`config.mk`:
```
export PLATFORM = sky130hd
export DESIGN_NAME = bf16_stream_argmin
export DESIGN_NICKNAME = d
export VERILOG_FILES = /design/src/rtl/bf16_stream_argmin.sv
export SDC_FILE = /design/constraint.sdc
export NUM_CORES = 1
export LEC_CHECK = 0
export ABC_CLOCK_PERIOD_IN_PS = 4910
export BUFFER_PORTS_ARGS = -buffer_cell sky130_fd_sc_hd__buf_4
export CAP_MARGIN = 20
export CORE_MARGIN = 4
export CORE_UTILIZATION = 58
export DETAILED_ROUTE_END_ITERATION = 10
export PLACE_DENSITY = 0.95
export REMOVE_ABC_BUFFERS = 1
export SLEW_MARGIN = 20
export SYNTH_ARGS = -nofsm -noshare
export SYNTH_HDL_FRONTEND = slang
export SYNTH_SLANG_ARGS = --single-unit
```
`constraint.sdc`:
```
create_clock -name clk -period 4.91 [get_ports clk]
set_input_delay 0.491 -clock clk [delete_from_list [all_inputs] [get_ports clk]]
set_output_delay 0.491 -clock clk [all_outputs]
set_load 0.01 [all_outputs]
```
`src/rtl/bf16_stream_argmin.sv`:
```
// Streaming argmin over fixed-length vectors of bfloat16 elements.
// Accepts N_ELEM beats, then holds {minimum, index} until the consumer takes it.
module bf16_stream_argmin #(
  parameter int N_ELEM = 10,
  parameter int IDX_W  = 4
) (
  input  logic             clk,
  input  logic             reset,
  input  logic             clear,
  input  logic             in_valid,
  output logic             in_ready,
  input  logic [15:0]      in_data,
  output logic             out_valid,
  input  logic             out_ready,
  output logic [15:0]      out_min,
  output logic [IDX_W-1:0] out_idx
);

  typedef enum logic {
    ACCUM = 1'b0,
    DONE  = 1'b1
  } state_t;

  localparam logic [IDX_W-1:0] LAST_IDX = IDX_W'(N_ELEM - 1);

  state_t           r_state;
  state_t           w_state_next;
  logic [IDX_W-1:0] r_cnt;
  logic [IDX_W-1:0] w_cnt_next;
  logic [15:0]      r_min;
  logic [15:0]      w_min_next;
  logic [IDX_W-1:0] r_idx;
  logic [IDX_W-1:0] w_idx_next;

  logic             w_accept;
  logic             w_in_nan;
  logic             w_min_nan;
  logic             w_both_zero;
  logic [15:0]      w_in_key;
  logic [15:0]      w_min_key;
  logic             w_less;

  // Map sign-magnitude onto an unsigned key: positives above negatives,
  // and negatives ordered by inverted magnitude.
  function automatic logic [15:0] order_key(input logic [15:0] v);
    order_key = v[15] ? {1'b0, ~v[14:0]} : {1'b1, v[14:0]};
  endfunction

  assign w_in_nan    = (in_data[14:7] == 8'hFF) && (in_data[6:0] != 7'd0);
  assign w_min_nan   = (r_min[14:7] == 8'hFF) && (r_min[6:0] != 7'd0);
  assign w_both_zero = (in_data[14:0] == 15'd0) && (r_min[14:0] == 15'd0);
  assign w_in_key    = order_key(in_data);
  assign w_min_key   = order_key(r_min);

  // Strictly-less only: ties, +0/-0 and NaN beats never displace the current minimum.
  assign w_less = !w_in_nan && (w_min_nan || (!w_both_zero && (w_in_key < w_min_key)));

  assign in_ready  = (r_state == ACCUM);
  assign out_valid = (r_state == DONE);
  assign out_min   = r_min;
  assign out_idx   = r_idx;
  assign w_accept  = in_valid && in_ready;

  always_comb begin
    w_state_next = r_state;
    w_cnt_next   = r_cnt;
    w_min_next   = r_min;
    w_idx_next   = r_idx;
    if (clear) begin
      w_state_next = ACCUM;
      w_cnt_next   = '0;
    end else begin
      case (r_state)
        ACCUM: begin
          if (w_accept) begin
            if ((r_cnt == '0) || w_less) begin
              w_min_next = in_data;
              w_idx_next = r_cnt;
            end
            // Counter parks at the last index in DONE; it clears on handshake.
            if (r_cnt == LAST_IDX) begin
              w_state_next = DONE;
            end else begin
              w_cnt_next = r_cnt + 1'b1;
            end
          end
        end
        DONE: begin
          if (out_ready) begin
            w_state_next = ACCUM;
            w_cnt_next   = '0;
          end
        end
        default: begin
          w_state_next = ACCUM;
          w_cnt_next   = '0;
        end
      endcase
    end
  end

  always_ff @(posedge clk or posedge reset) begin
    if (reset) begin
      r_state <= ACCUM;
      r_cnt   <= '0;
      r_min   <= 16'h0000;
      r_idx   <= '0;
    end else begin
      r_state <= w_state_next;
      r_cnt   <= w_cnt_next;
      r_min   <= w_min_next;
      r_idx   <= w_idx_next;
    end
  end

endmodule

```
# Yosys cells after proc, flatten, opt, wreduce, memory -nomap -nowiden
# Index checks and enable logic that the tools add are counted.
# Widths: inputs -> output; s select.
[classes] n_eq_ne=6 n_lt_le_gt_ge=1 muxes=12 add_sub_neg=1 bitwise=4 reduce_logical=17
[op_table] op="$mux 16" count=2
[op_table] op="$logic_not 15->1" count=2
[op_table] op="$not 15->15" count=2
[op_table] op="$eq 8x8->1 const B" count=2
[op_table] op="$lt 16x16->1" count=1
[op_table] op="$mux 4" count=4
[op_table] op="$reduce_bool 7->1" count=2
[op_table] op="$pmux 4 s2" count=1
[op_table] op="$logic_and 1x1->1" count=6
[op_table] op="$ne 3x3->1 const B" count=2
[op_table] op="$add 4x1->4 const B" count=1
[op_table] op="$eq 4x4->1 const B" count=1
[op_table] op="$logic_not 4->1" count=1
[op_table] op="$mux 1" count=4
[op_table] op="$reduce_and 4->1" count=1
[op_table] op="$ne 3x2->1 const B" count=1
[op_table] op="$reduce_and 3->1" count=1
[op_table] op="$logic_not 1->1" count=2
[op_table] op="$logic_or 1x1->1" count=2
[op_table] op="$not 1->1" count=2
[op_table] op="$pmux 1 s2" count=1
[totals] input_bits=21 output_inout_bits=22 register_bits=25

# Longest topological paths before layout
# Gate-level depths: netlist of the first run.
[depth] ltp_word=8 mapped_depth=11 ltp_nobuf=8

# Worst setup path before layout of the first run
# OpenSTA, ideal clock, no wires.
[synth_timing] path_type="input to register" start="input port in_data[15]" end="register r_idx[0] (netlist: out_idx[0])" path_slack_ns=1.899 cell_stages=11 setup_ns=0.125 arrival_ns=2.886 path_cell_list="buf_2 > buf_1 > xor2_1 > ha_1 > a21oi_1 > a21boi_0 > a311oi_1 > nand4_2 > a31oi_4 > buf_6 > mux2_4"
[synth_between] elab_chain_len=7
[synth_lines] element="start, declared" line="12" text="input logic [15:0] in_data,"
[synth_lines] element="$mux 16" line="46" text="order_key = v[15] ? {1'b0, ~v[14:0]} : {1'b1, v[14:0]};"
[synth_lines] element="$lt 16x16->1" line="56" text="assign w_less = !w_in_nan && (w_min_nan || (!w_both_zero && (w_in_key < w_min_key)));"
[synth_lines] element="$logic_and 1x1->1" line="56"
[synth_lines] element="$logic_or 1x1->1" line="56"
[synth_lines] element="$logic_and 1x1->1" line="56"
[synth_lines] element="$logic_or 1x1->1" line="76" text="if ((r_cnt == '0) || w_less) begin"
[synth_lines] element="$reduce_and 4->1 (no line)"
[synth_lines] element="end signal, assigned" line="112" text="r_idx <= w_idx_next;"
[synth_lines] element="end, declared" line="32" text="logic [IDX_W-1:0] r_idx;"
# No other way between the ends.
# A chain may end at the register's enable or synchronous reset.

# Worst setup path in the final report of the first run
[layout_timing] start="register r_min[15] (netlist: out_min[15])" end="register r_min[1] (netlist: out_min[1])"
[layout_between] elab_chain_len=7
[layout_lines] element="start, declared" line="30" text="logic [15:0] r_min;"
[layout_lines] element="start signal, assigned" line="111" text="r_min <= w_min_next;"
[layout_lines] element="$mux 16" line="46"
[layout_lines] element="$lt 16x16->1" line="56"
[layout_lines] element="$logic_and 1x1->1" line="56"
[layout_lines] element="$logic_or 1x1->1" line="56"
[layout_lines] element="$logic_and 1x1->1" line="56"
[layout_lines] element="$logic_or 1x1->1" line="76"
[layout_lines] element="$reduce_and 4->1 (no line)"
# No other way between the ends.

==> summary.md, run 1 <==
| Metric | Value |
|---|---|
| # IOs | `between 40 and 50` |
| Core area | `3080 µm²` |
| GR Util All Layers | `about a fifth` |
| # DRC | `0` |
| CTS tree | `yes` |
| Post-synth EDFFs | `0` |
| Pwr per Cell Area | `388 nW/µm²` |
| Depth of the CTS H-tree | `1` |
| Die Height | `roughly 65 µm` |
| Dominant cell type by area after synthesis | `dfrtp_1` |
| Clock power share | `between 10% and 20%` |
| Worst-path maximum fanout | `20` |
| Synth Cell Area | `approximately 1900 µm²` |
| Drt pass-1 iters | `4` |
| Largest net degree at the start of global routing | `26` |
| Slew HR | `39.2%` |
| Unrepaired setup endpoints after global routing | `false` |
| Avg Cell Area, Syn | `roughly 11 µm²` |
| HP Class | `in -> async` |
| Post_cts resized | `0` |
| Final hold violation count | `0` |
| # rows | `20` |
| Gate count after technology mapping | `about 170` |
| CTS Root Buffer Type | `clkbuf_4` |
| Seq cells post-synth | `25` |
| Worst path arrival time | `about 3600 ps` |
| Seq pwr share | `37.7%` |
| TNS Setup | `0 ps` |
| Clock Tree Buf Depth | `2` |
| Layout net count | `about 250` |
| Final slew viol count | `0` |
| Top-area cell type share of the netlist area | `between 30 and 40%` |
| DRT iter0 DRCs | `50` |
| Clock transition at the registers of the reported paths | `140 ps` |
| Die area | `4200 µm²` |
| Clk_skew | `~9.4 ps` |
| Via count of the first global-routing pass | `roughly 1,500` |
| Share of cells above drive strength 1 | `about 34%` |
| Antenna cell count | `0` |
| Layout area overhead | `19.2%` |
| Synth top area cells | `dfrtp_1, mux2_4, ha_1` |
| Vias | `1,409` |
| Worst Setup End Kind | `register` |
| Setup violators final | `0` |
| FFs w/ async S/R, synth | `100%` |
| Min Tclk post-route | `around 3400 ps` |
| Synth warnings | `0` |
| Part of the Yosys area used for sequential elements | `between 30% and 40%` |
| Antenna violations before repair | `0` |
| Internal | `between 0.5 and 0.6 mW` |
| Status | `finished, final reports clean` |
| CTS Sinks | `25` |
| Final cycle utilization of the critical path | `68.6%` |
| # Max-Cap Violations | `0` |
| CTS Hold Buffers Added | `0` |
| Detail Route Antenna Nets | `0` |
| Yosys cell types | `34` |
| F_max | `297 MHz` |
| Setup bufs post-CTS | `0` |
| DP HPWL | `approximately 3100 µm` |
| CP startpoint kind | `register` |
| Worst-Margin Slew | `just over 900 ps` |
| Drt wl/cell | `~16 µm` |
| Switching Fraction | `about two fifths` |
| Total grt overflow | `0` |
| Initial core utilization | `60.9%` |
| Routed WL | `between 3000 and 4000 µm` |
| Primary FF master, synth | `dfrtp_1` |
| P_leak | `roughly 1.0 nW` |
| Die width | `between 60 and 70 µm` |
| P_sw | `about 0.34 mW` |
| Num CTS Buffers | `3` |
| Comb power frac | `between 50% and 60%` |
| Final total power | `0.868 mW` |
| Crit Path Category | `reg -> reg` |
| Later-pin clock latency in the skew report | `between 300 and 400 ps` |
| WP data required | `5140 ps` |
| PortBufs | `42` |
| GPL Wtd Cong | `just over 0.8` |
| Vias per cell | `5.57` |
| Worst vdd ir | `roughly 230 µV` |
| First-pass GRT wire length | `about 6800 µm` |
==> area by class of cell <==
class	count	area, µm²
Multi-Input combinational cell	130	1180
Fill cell	227	843
Sequential cell	25	626
Timing Repair Buffer	42	315
Tap cell	44	55.1
Inverter	8	30.0
Clock buffer	3	22.5
Clock inverter	1	7.51
==> state kept, by name, summed over array words and instances, names as in the netlist <==
signal     cells
out_valid      1
out_idx        4
r_cnt          4
out_min       16
==> power groups by stage <==
stage / clock [mW] / sequential (mW) / combinational, mW
global placement: 0 / 0.328 / 0.417
detailed placement: 0 / 0.331 / 0.441
floorplan: 0 / 0.333 / 0.280
global route: 0.111 / 0.338 / 0.488
finish: 0.0971 / 0.327 / 0.444
CTS: 0.101 / 0.327 / 0.446
==> stage by stage <==
| stage | setup slack, ps | cells | hold WS (ps) | util, % | instance area, µm² |
|---|---|---|---|---|---|
| final | 1540 | 253 | 330 | 72.6 | 2230 |
| after global routing | 1260 | 253 | 384 | 72.6 | 2230 |
| after CTS | 1540 | 253 | 361 | 72.6 | 2230 |
| after detailed placement | 1570 | 249 | 508 | 71.6 | 2200 |
| after global placement | 1650 | 249 | 501 | 71.6 | 2200 |
| after floorplan | 1880 | 163 | 510 | - | 1830 |
==> cells by family (layout without fill, tap and decap cells) <==
| kind of cell | after synthesis | in the layout | share of synthesized area (%) |
|---|---|---|---|
| fa+ha+maj | 18 | 18 | 12.0 |
| xor+xnor | 32 | 32 | 15.0 |
| flops | 25 | 25 | 33.4 |
| mux | 19 | 19 | 15.0 |
| compound gates | 21 | 21 | 8.01 |
| simple gates | 40 | 40 | 13.0 |
| buf+inv | 14 | 54 | 3.74 |
==> worst max-delay path, stage by stage (launching register included) <==
cell	delay, ps
dfrtp_1	910
xnor2_1	170
ha_1	340
a21oi_1	140
a21boi_0	100
a311oi_1	290
nand4_2	180
a31oi_4	770
mux2_4	350
==> synthesized netlist by cell type, drive strengths merged, types with 2 or more instances <==
library cell	instances
a21o	3
a21oi	7
buf	6
dfrtp	25
ha	18
inv	8
mux2	18
nand2	7
nand3	4
nand4	8
nor2	6
nor4	7
o21ai	3
o2bb2ai	2
or4	2
xnor2	15
xor2	17
==> worst paths after layout <==
| path | from | end | slack [ps] | cells past startpoint |
|---|---|---|---|---|
| min in group clk | in_valid | out_valid$_DFF_PP0_ | 400 | 3 |
| max in group asynchronous | reset | out_min[10]$_DFFE_PP0P_ | 4020 | 2 |
| worst max-delay path | out_min[15]$_DFFE_PP0P_ | out_min[1]$_DFFE_PP0P_ | 1540 | 8 |
| worst min-delay path | reset | out_idx[3]$_DFFE_PP0P_ | 330 | 2 |
| worst max register to register | out_min[15]$_DFFE_PP0P_ | out_min[1]$_DFFE_PP0P_ | 1540 | 8 |
| worst min register to register | out_idx[2]$_DFFE_PP0P_ | out_idx[2]$_DFFE_PP0P_ | 530 | 2 |
==> layer usage <==
metal,share of wire [%],wire length [µm],global-route usage [%]
met3,3.8,151,3.29
met5,0,0,0
met4,1.9,74,9.50
met2,51,1980,35.6
met1,44,1720,25.4
==> layout by cell type, fill, tap and decap left out, types with 2 or more instances in the layout <==
master     count
nand4_1        7
o21ai_0        3
a21oi_1        7
inv_1          8
nor4_1         5
buf_4         42
clkbuf_4       3
a21o_1         3
xor2_1        17
mux2_4        18
nand3_1        4
nand2_1        7
ha_1          18
xnor2_1       15
dfrtp_1       25
nor4_2         2
o2bb2ai_1      2
or4_1          2
nor2_1         6
No activity file was read; power rests on OpenSTA's default activity.
==> run 2, diff against run 1 <==
--- a/config.mk
+++ b/config.mk
@@ -5,13 +5,13 @@
 export SDC_FILE = /design/constraint.sdc
 export NUM_CORES = 1
 export LEC_CHECK = 0
-export ABC_CLOCK_PERIOD_IN_PS = 4910
+export ABC_CLOCK_PERIOD_IN_PS = 3000
 export BUFFER_PORTS_ARGS = -buffer_cell sky130_fd_sc_hd__buf_4
 export CAP_MARGIN = 20
 export CORE_MARGIN = 4
-export CORE_UTILIZATION = 58
+export CORE_UTILIZATION = 49
 export DETAILED_ROUTE_END_ITERATION = 10
-export PLACE_DENSITY = 0.95
+export PLACE_DENSITY = 0.86
 export REMOVE_ABC_BUFFERS = 1
 export SLEW_MARGIN = 20
 export SYNTH_ARGS = -nofsm -noshare
==> constraint.sdc (replaced) <==
create_clock -name clk -period 3 [get_ports clk]
set_input_delay 0.3 -clock clk [delete_from_list [all_inputs] [get_ports clk]]
set_output_delay 0.3 -clock clk [all_outputs]
set_load 0.01 [all_outputs]
==> run 2 against run 1 <==
Effect of this change: register-to-register slack worse by 1200 ps; final area up 2.2%; worst hold slack worse by 220 ps; sequential power up 58%; sequential cell count unchanged; largest power group unchanged; clock skew down 6.4 ps; total power up 70%; maximum frequency up 27%.
==> summary.md, run 2 (synthesis gave the netlist of run 1 again) <==
| Metric | Value |
|---|---|
| Status | `finished, final reports clean` |
| Vias | `about 1,400` |
| CP startpoint kind | `register` |
| Worst Setup End Kind | `register` |
| # rows | `22` |
| Num CTS Buffers | `3` |
| # DRC | `0` |
| # IOs | `between 40 and 50` |
| Detail Route Antenna Nets | `0` |
| CTS Sinks | `25` |
| Worst Slack Setup Final | `~350 ps` |
| Seq pwr share | `a little over a third` |
| Later-pin clock latency in the skew report | `between 200 and 300 ps` |
| Die width | `~70 µm` |
| Drt wl/cell | `15.8 µm` |
| Crit Path Category | `reg -> reg` |
| TNS Setup | `0 ps` |
| Clock Tree Buf Depth | `2` |
| Via count of the first global-routing pass | `1,491` |
| Largest register FFs | `16` |
| Routed WL | `a little over 4000 µm` |
| DP HPWL | `between 3000 and 4000 µm` |
| Top Usage Layer GRT | `met2` |
| Most frequent cells in the layout | `buf_4, dfrtp_1, mux2_4, ha_1, xor2_1` |
| Most common cell after layout, fill and taps aside | `buf_4` |
| Max incr delay on CP | `~490 ps` |
| Clock transition at the registers of the reported paths | `90 ps` |
| HP Class | `in -> async` |
| First-pass GRT wire length | `~7000 µm` |
| Initial core utilization | `50.8%` |
| Grt met3 use | `3.19%` |
| Drt pass-1 iters | `4` |
| Worst-Margin Slew | `roughly 920 ps` |
| GR Util met1 | `a little over a fifth` |
| Worst vdd ir | `roughly 370 µV` |
| PortBufs | `42` |
| Internal | `just over 0.9 mW` |
| GR Layer Usage met2 | `roughly a third` |
| Share of cells above drive strength 1 | `34.7%` |
| GR Util All Layers | `around 17%` |
| Final cycle utilization of the critical path | `between 80% and 90%` |
| Unrepaired setup endpoints after global routing | `false` |
| Post_cts resized | `0` |
| DRT iter0 DRCs | `40` |
| Post-Place Setup Slack | `about 290 ps` |
| Worst-path maximum fanout | `12` |
| Area of the multi-input gates | `between 1000 and 1500 µm²` |
| Layout area overhead | `21.9%` |
| Buffers and inverters on the worst path | `1` |
| Comb power frac | `roughly 51%` |
| CTS Root Buffer Type | `clkbuf_8` |
| Die Height | `between 60 and 70 µm` |
| CP cell instances | `xnor2_1 -> ha_1 -> a21oi_1 -> a21boi_0 -> a311oi_1 -> nand4_2 -> a31oi_4 -> buf_4 -> mux2_4` |
| Worst path arrival time | `2810 ps` |
| Die area | `slightly below 5000 µm²` |
| Final slew viol count | `0` |
| F_max | `377 MHz` |
| CTS Hold Buffers Added | `0` |
| Vias per cell | `5.49` |
| Total grt overflow | `0` |
| GPL Wtd Cong | `0.787` |
| Min Tclk post-route | `between 2000 and 3000 ps` |
| Final hold violation count | `0` |
| Core area | `roughly 3700 µm²` |
| Antenna cell count | `0` |
| Pwr per Cell Area | `around 650 nW/µm²` |
| Setup violators final | `0` |
| Slowest CP cell | `dfrtp_1` |
| Antenna violations before repair | `0` |
| Cell family with most CP delay | `compound AO/OA/AOI/OAI gates` |
| Clk_skew | `slightly below 3 ps` |
| Fill cells | `roughly 330` |
| Slew HR | `38.5%` |
| Switching Fraction | `between 30% and 40%` |
| Setup bufs post-CTS | `0` |
| WP data required | `3160 ps` |
| Reg area | `around 630 µm²` |
| Flop-to-flop setup slack | `~350 ps` |
| Clock power share | `approximately 14%` |
| Largest net degree at the start of global routing | `26` |
| # Max-Cap Violations | `0` |
| CTS tree | `yes` |
| Fin area | `approximately 2300 µm²` |
| Final total power | `between 1 and 1.5 mW` |
| DP Area | `2240 µm²` |
| Depth of the CTS H-tree | `1` |
| Layout net count | `~250` |
| P_sw | `between 0.5 and 0.6 mW` |
| P_leak | `roughly 1.0 nW` |
## run 2: routing by layer
| metal | up-vias | part of all wire [%] |
|---|---|---|
| li1 | 694 | - |
| met1 | 697 | 43 |
| met2 | 39 | 51 |
| met3 | 4 | 5.6 |
| met4 | 0 | 0.85 |
| met5 | - | 0 |
## run 2: per-stage QoR
step	instances	util [%]	hold slack [ps]
4_1_cts	261	61.9	283
5_1_grt	261	61.9	177
3_5_place_dp	257	60.7	512
3_3_place_gp	257	60.7	504
2_1_floorplan	163	-	327
6_report	261	61.9	113
## run 2: area by class of cell
| type | count | share of cell area, % |
|---|---|---|
| Multi-Input combinational cell | 130 | 51.6 |
| Sequential cell | 25 | 27.4 |
| Timing Repair Buffer | 46 | 15.1 |
| Tap cell | 48 | 2.63 |
| Clock buffer | 4 | 1.97 |
| Inverter | 8 | 1.31 |
## run 2: final timing paths
kind,end,depth (start not counted),from
max,out_min[6]$_DFFE_PP0P_,9,out_min[15]$_DFFE_PP0P_
min reg2reg,out_idx[0]$_DFFE_PP0P_,1,out_idx[0]$_DFFE_PP0P_
max reg2reg,out_min[6]$_DFFE_PP0P_,9,out_min[15]$_DFFE_PP0P_
max in group asynchronous,out_min[6]$_DFFE_PP0P_,2,reset
min,out_min[4]$_DFFE_PP0P_,2,reset
min in group clk,out_min[4]$_DFFE_PP0P_,2,in_data[4]
## run 2: power by group through the flow
stage | clock network [mW] | registers, mW | logic, mW
floorplan | 0 | 0.545 | 0.458
global placement | 0 | 0.520 | 0.727
detailed placement | 0 | 0.525 | 0.760
CTS | 0.206 | 0.518 | 0.765
global route | 0.217 | 0.533 | 0.838
finish | 0.201 | 0.516 | 0.759
## run 2: worst register-to-register path, cell delays in order, from the launching register on
cell      delay, ps
dfrtp_1         490
xnor2_1         180
ha_1            320
a21oi_1         140
a21boi_0        100
a311oi_1        320
nand4_2         190
a31oi_4         210
buf_4           270
mux2_4          330
==> run 3, diff against run 2 <==
--- a/config.mk
+++ b/config.mk
@@ -5,6 +5,7 @@
 export SDC_FILE = /design/constraint.sdc
 export NUM_CORES = 1
 export LEC_CHECK = 0
+export ABC_AREA = 1
 export ABC_CLOCK_PERIOD_IN_PS = 3000
 export BUFFER_PORTS_ARGS = -buffer_cell sky130_fd_sc_hd__buf_4
 export CAP_MARGIN = 20
==> constraint.sdc (replaced) <==
create_clock -name clk -period 3 [get_ports clk]
set_input_delay 0.15 -clock clk [delete_from_list [all_inputs] [get_ports clk]]
set_output_delay 0.15 -clock clk [all_outputs]
set_load 0.01 [all_outputs]
==> run 3 against run 2 <==
Effect of this change: sequential cell count did not move; combinational power shrank 5.8%; count of clock-buffer cells in the layout down 1; final area is 3.2% higher; first-iteration DRC count is 150% higher.
==> summary.md, run 3 <==
| Metric | Value |
|---|---|
| Gate count after technology mapping | `242` |
| Met2 routed WL | `between 2000 and 2500 µm` |
| Setup bufs post-CTS | `0` |
| CTS Root Buffer Type | `clkbuf_8` |
| Die Height | `slightly above 70 µm` |
| Slew HR | `slightly above 60%` |
| Hold_ws | `around 130 ps` |
| Dominant cell type by area after synthesis | `dfrtp_1` |
| Synth Cell Area | `1930 µm²` |
| Die width | `~71 µm` |
| Worst-Margin Slew | `roughly 580 ps` |
| Clk_skew | `roughly 6 ps` |
| CTS tree | `yes` |
| Worst vdd ir | `246 µV` |
| # rows | `22` |
| Worst Setup End Kind | `register` |
| DP HPWL | `between 3000 and 4000 µm` |
| Post-synth EDFFs | `0` |
| Total grt overflow | `0` |
| Routed WL | `around 4500 µm` |
| Yosys cell types | `25` |
| Layout net count | `323` |
| Pwr per Cell Area | `~610 nW/µm²` |
| Antenna cell count | `0` |
| Clock Tree Buf Depth | `2` |
| Via count of the first global-routing pass | `~1,600` |
| Final cycle utilization of the critical path | `between 80 and 90%` |
| Finished Layout Cells | `around 330` |
| HP Class | `in -> reg` |
| # DRC | `0` |
| Final slew viol count | `0` |
| PortBufs | `42` |
| P_leak | `about 1.2 nW` |
| Placed insts | `~330` |
| WP data required | `between 3000 and 4000 ps` |
| Cell family with most CP delay | `simple AND/OR/NAND/NOR gates` |
| Synth warnings | `0` |
| Avg Cell Area, Syn | `roughly 8 µm²` |
| Initial core utilization | `approximately half` |
| Fill cells | `around 350` |
| Most frequent cells in the layout | `nand2_1, buf_4, nand3_1, dfrtp_1, nand2_2` |
| Top-area cell type share of the netlist area | `around a third` |
| Vias | `roughly 1,700` |
| Final Util | `63.0%` |
| Part of the Yosys area used for sequential elements | `about a third` |
| GPL Wtd Cong | `0.821` |
| Crit-path most repeated cell | `nand2_1` |
| Status | `finished, final reports clean` |
| Synth top area cells | `dfrtp_1, ha_1, nand2_1` |
| Seq cells post-synth | `25` |
| Slowest CP cell | `dfrtp_1` |
| Largest net degree at the start of global routing | `26` |
| Min Tclk post-route | `2570 ps` |
| GR Util All Layers | `~18%` |
| Antenna violations before repair | `0` |
| Buffers and inverters on the worst path | `1` |
| Depth of the CTS H-tree | `1` |
| Crit Path Category | `reg -> reg` |
| Drt wl/cell | `approximately 14 µm` |
| Met3 wire len | `about 230 µm` |
| CTS Sinks | `25` |
| First-pass GRT wire length | `~7500 µm` |
| DRT iter0 DRCs | `a little under 100` |
| Unrepaired setup endpoints after global routing | `false` |
| Later-pin clock latency in the skew report | `approximately 280 ps` |
| F_max | `just under 400 MHz` |
| Drt pass-1 iters | `4` |
| CP startpoint kind | `register` |
| # IOs | `43` |
| CP cell instances | `buf_12 -> xnor2_1 -> ha_1 -> a21oi_1 -> nor2_1 -> a211oi_1 -> nand2_1 -> nand2_1 -> nand2_1 -> nand2_1 -> nand2_1 -> nand2_2 -> nand2_2 -> nand2_2 -> nand2_1` |
| Share of cells above drive strength 1 | `between 20% and 30%` |
| Layout area overhead | `22.1%` |
| Max incr delay on CP | `~500 ps` |
| Most common cell after layout, fill and taps aside | `nand2_1` |
| Num CTS Buffers | `3` |
| Top sig layer | `met4` |
| Setup violators final | `0` |
| TNS Setup | `0 ps` |
| Worst-path maximum fanout | `20` |
| WL met1 | `a little under 2000 µm` |
| Primary FF master, synth | `dfrtp_1` |
| Detail Route Antenna Nets | `0` |
| Worst path arrival time | `2750 ps` |
| Largest register FFs | `16` |
| Clock transition at the registers of the reported paths | `roughly 100 ps` |
| Final hold violation count | `0` |
| Most frequent cell after synthesis | `nand2_1` |
| Vias per cell | `5.21` |
| # Max-Cap Violations | `0` |
| Leading cell types by count after synthesis | `nand2_1, nand3_1, dfrtp_1` |
| FFs w/ async S/R, synth | `between 90% and 100%` |
| Die area | `~5000 µm²` |
| Core area | `3740 µm²` |
run 3: path summary, 6_finish.rpt:
path                                           to  slack (ps)  cells after the start                    start
max reg2reg                out_min[2]$_DFFE_PP0P_         430                     15  out_min[15]$_DFFE_PP0P_
max in group asynchronous  out_min[7]$_DFFE_PP0P_        2160                      4                    reset
max                        out_min[2]$_DFFE_PP0P_         430                     15  out_min[15]$_DFFE_PP0P_
min                        out_min[3]$_DFFE_PP0P_         130                      3               in_data[3]
min reg2reg                out_idx[0]$_DFFE_PP0P_         500                      2   out_idx[0]$_DFFE_PP0P_
min in group asynchronous    r_cnt[3]$_DFFE_PP0P_         420                      3                    reset
run 3: worst register-to-register path, cell delays in order (launching register included):
cell and delay, ps:
dfrtp_1 500, buf_12 210, xnor2_1 180, ha_1 270
a21oi_1 150, nor2_1 50, a211oi_1 170, nand2_1 80
nand2_1 60, nand2_1 40, nand2_1 50, nand2_1 60
nand2_2 70, nand2_2 340, nand2_2 180, nand2_1 60
run 3: repair_timing:
item / CTS / global route
hold buffers: 0 / 1
resized for setup: 0 / 0
endpoints found under the hold margin: 0 / 8
run 3: metrics by stage:
step / power, mW / cell area (µm²) / worst slack [ps]
2_1_floorplan: 0.951 / 1860 / 250
4_1_cts: 1.43 / 2320 / 445
3_3_place_gp: 1.19 / 2270 / 501
6_report: 1.43 / 2360 / 428
5_1_grt: 1.55 / 2360 / 259
3_5_place_dp: 1.22 / 2270 / 476
run 3: final cells by class:
cell class / instances / area, µm² / share of cell area [%]
multi-input combinational: 190 / 1170 / 49.7
sequential: 25 / 626 / 26.5
timing repair buffer: 47 / 388 / 16.4
inverter: 17 / 66.3 / 2.81
tap: 48 / 60.1 / 2.55
clock buffer: 3 / 41.3 / 1.75
clock inverter: 1 / 5.00 / 0.212
run 3: per-layer routing:
metal	global-route usage, %	vias up
li1	-	871
met1	24.6	812
met2	30.2	41
met3	3.13	2
met4	4.59	0
met5	0	-
run 3: logic make-up (layout without fill, tap and decap cells):
logic type	after synthesis	count (layout)	synth area share [%]
AOI/OAI and AO/OA	19	19	5.44
xor gates and xnor gates	28	28	12.7
adders and majority gates	18	18	11.7
buffers and inverters	27	68	7.19
DFF	25	25	32.4
and+or+nand+nor	125	125	30.6
run 3: power breakdown:
group / internal, mW / switching, mW / total (mW)
Clock: 0.0932 / 0.116 / 0.209
Combinational: 0.350 / 0.365 / 0.715
Sequential: 0.399 / 0.105 / 0.504
Total: 0.842 / 0.586 / 1.43
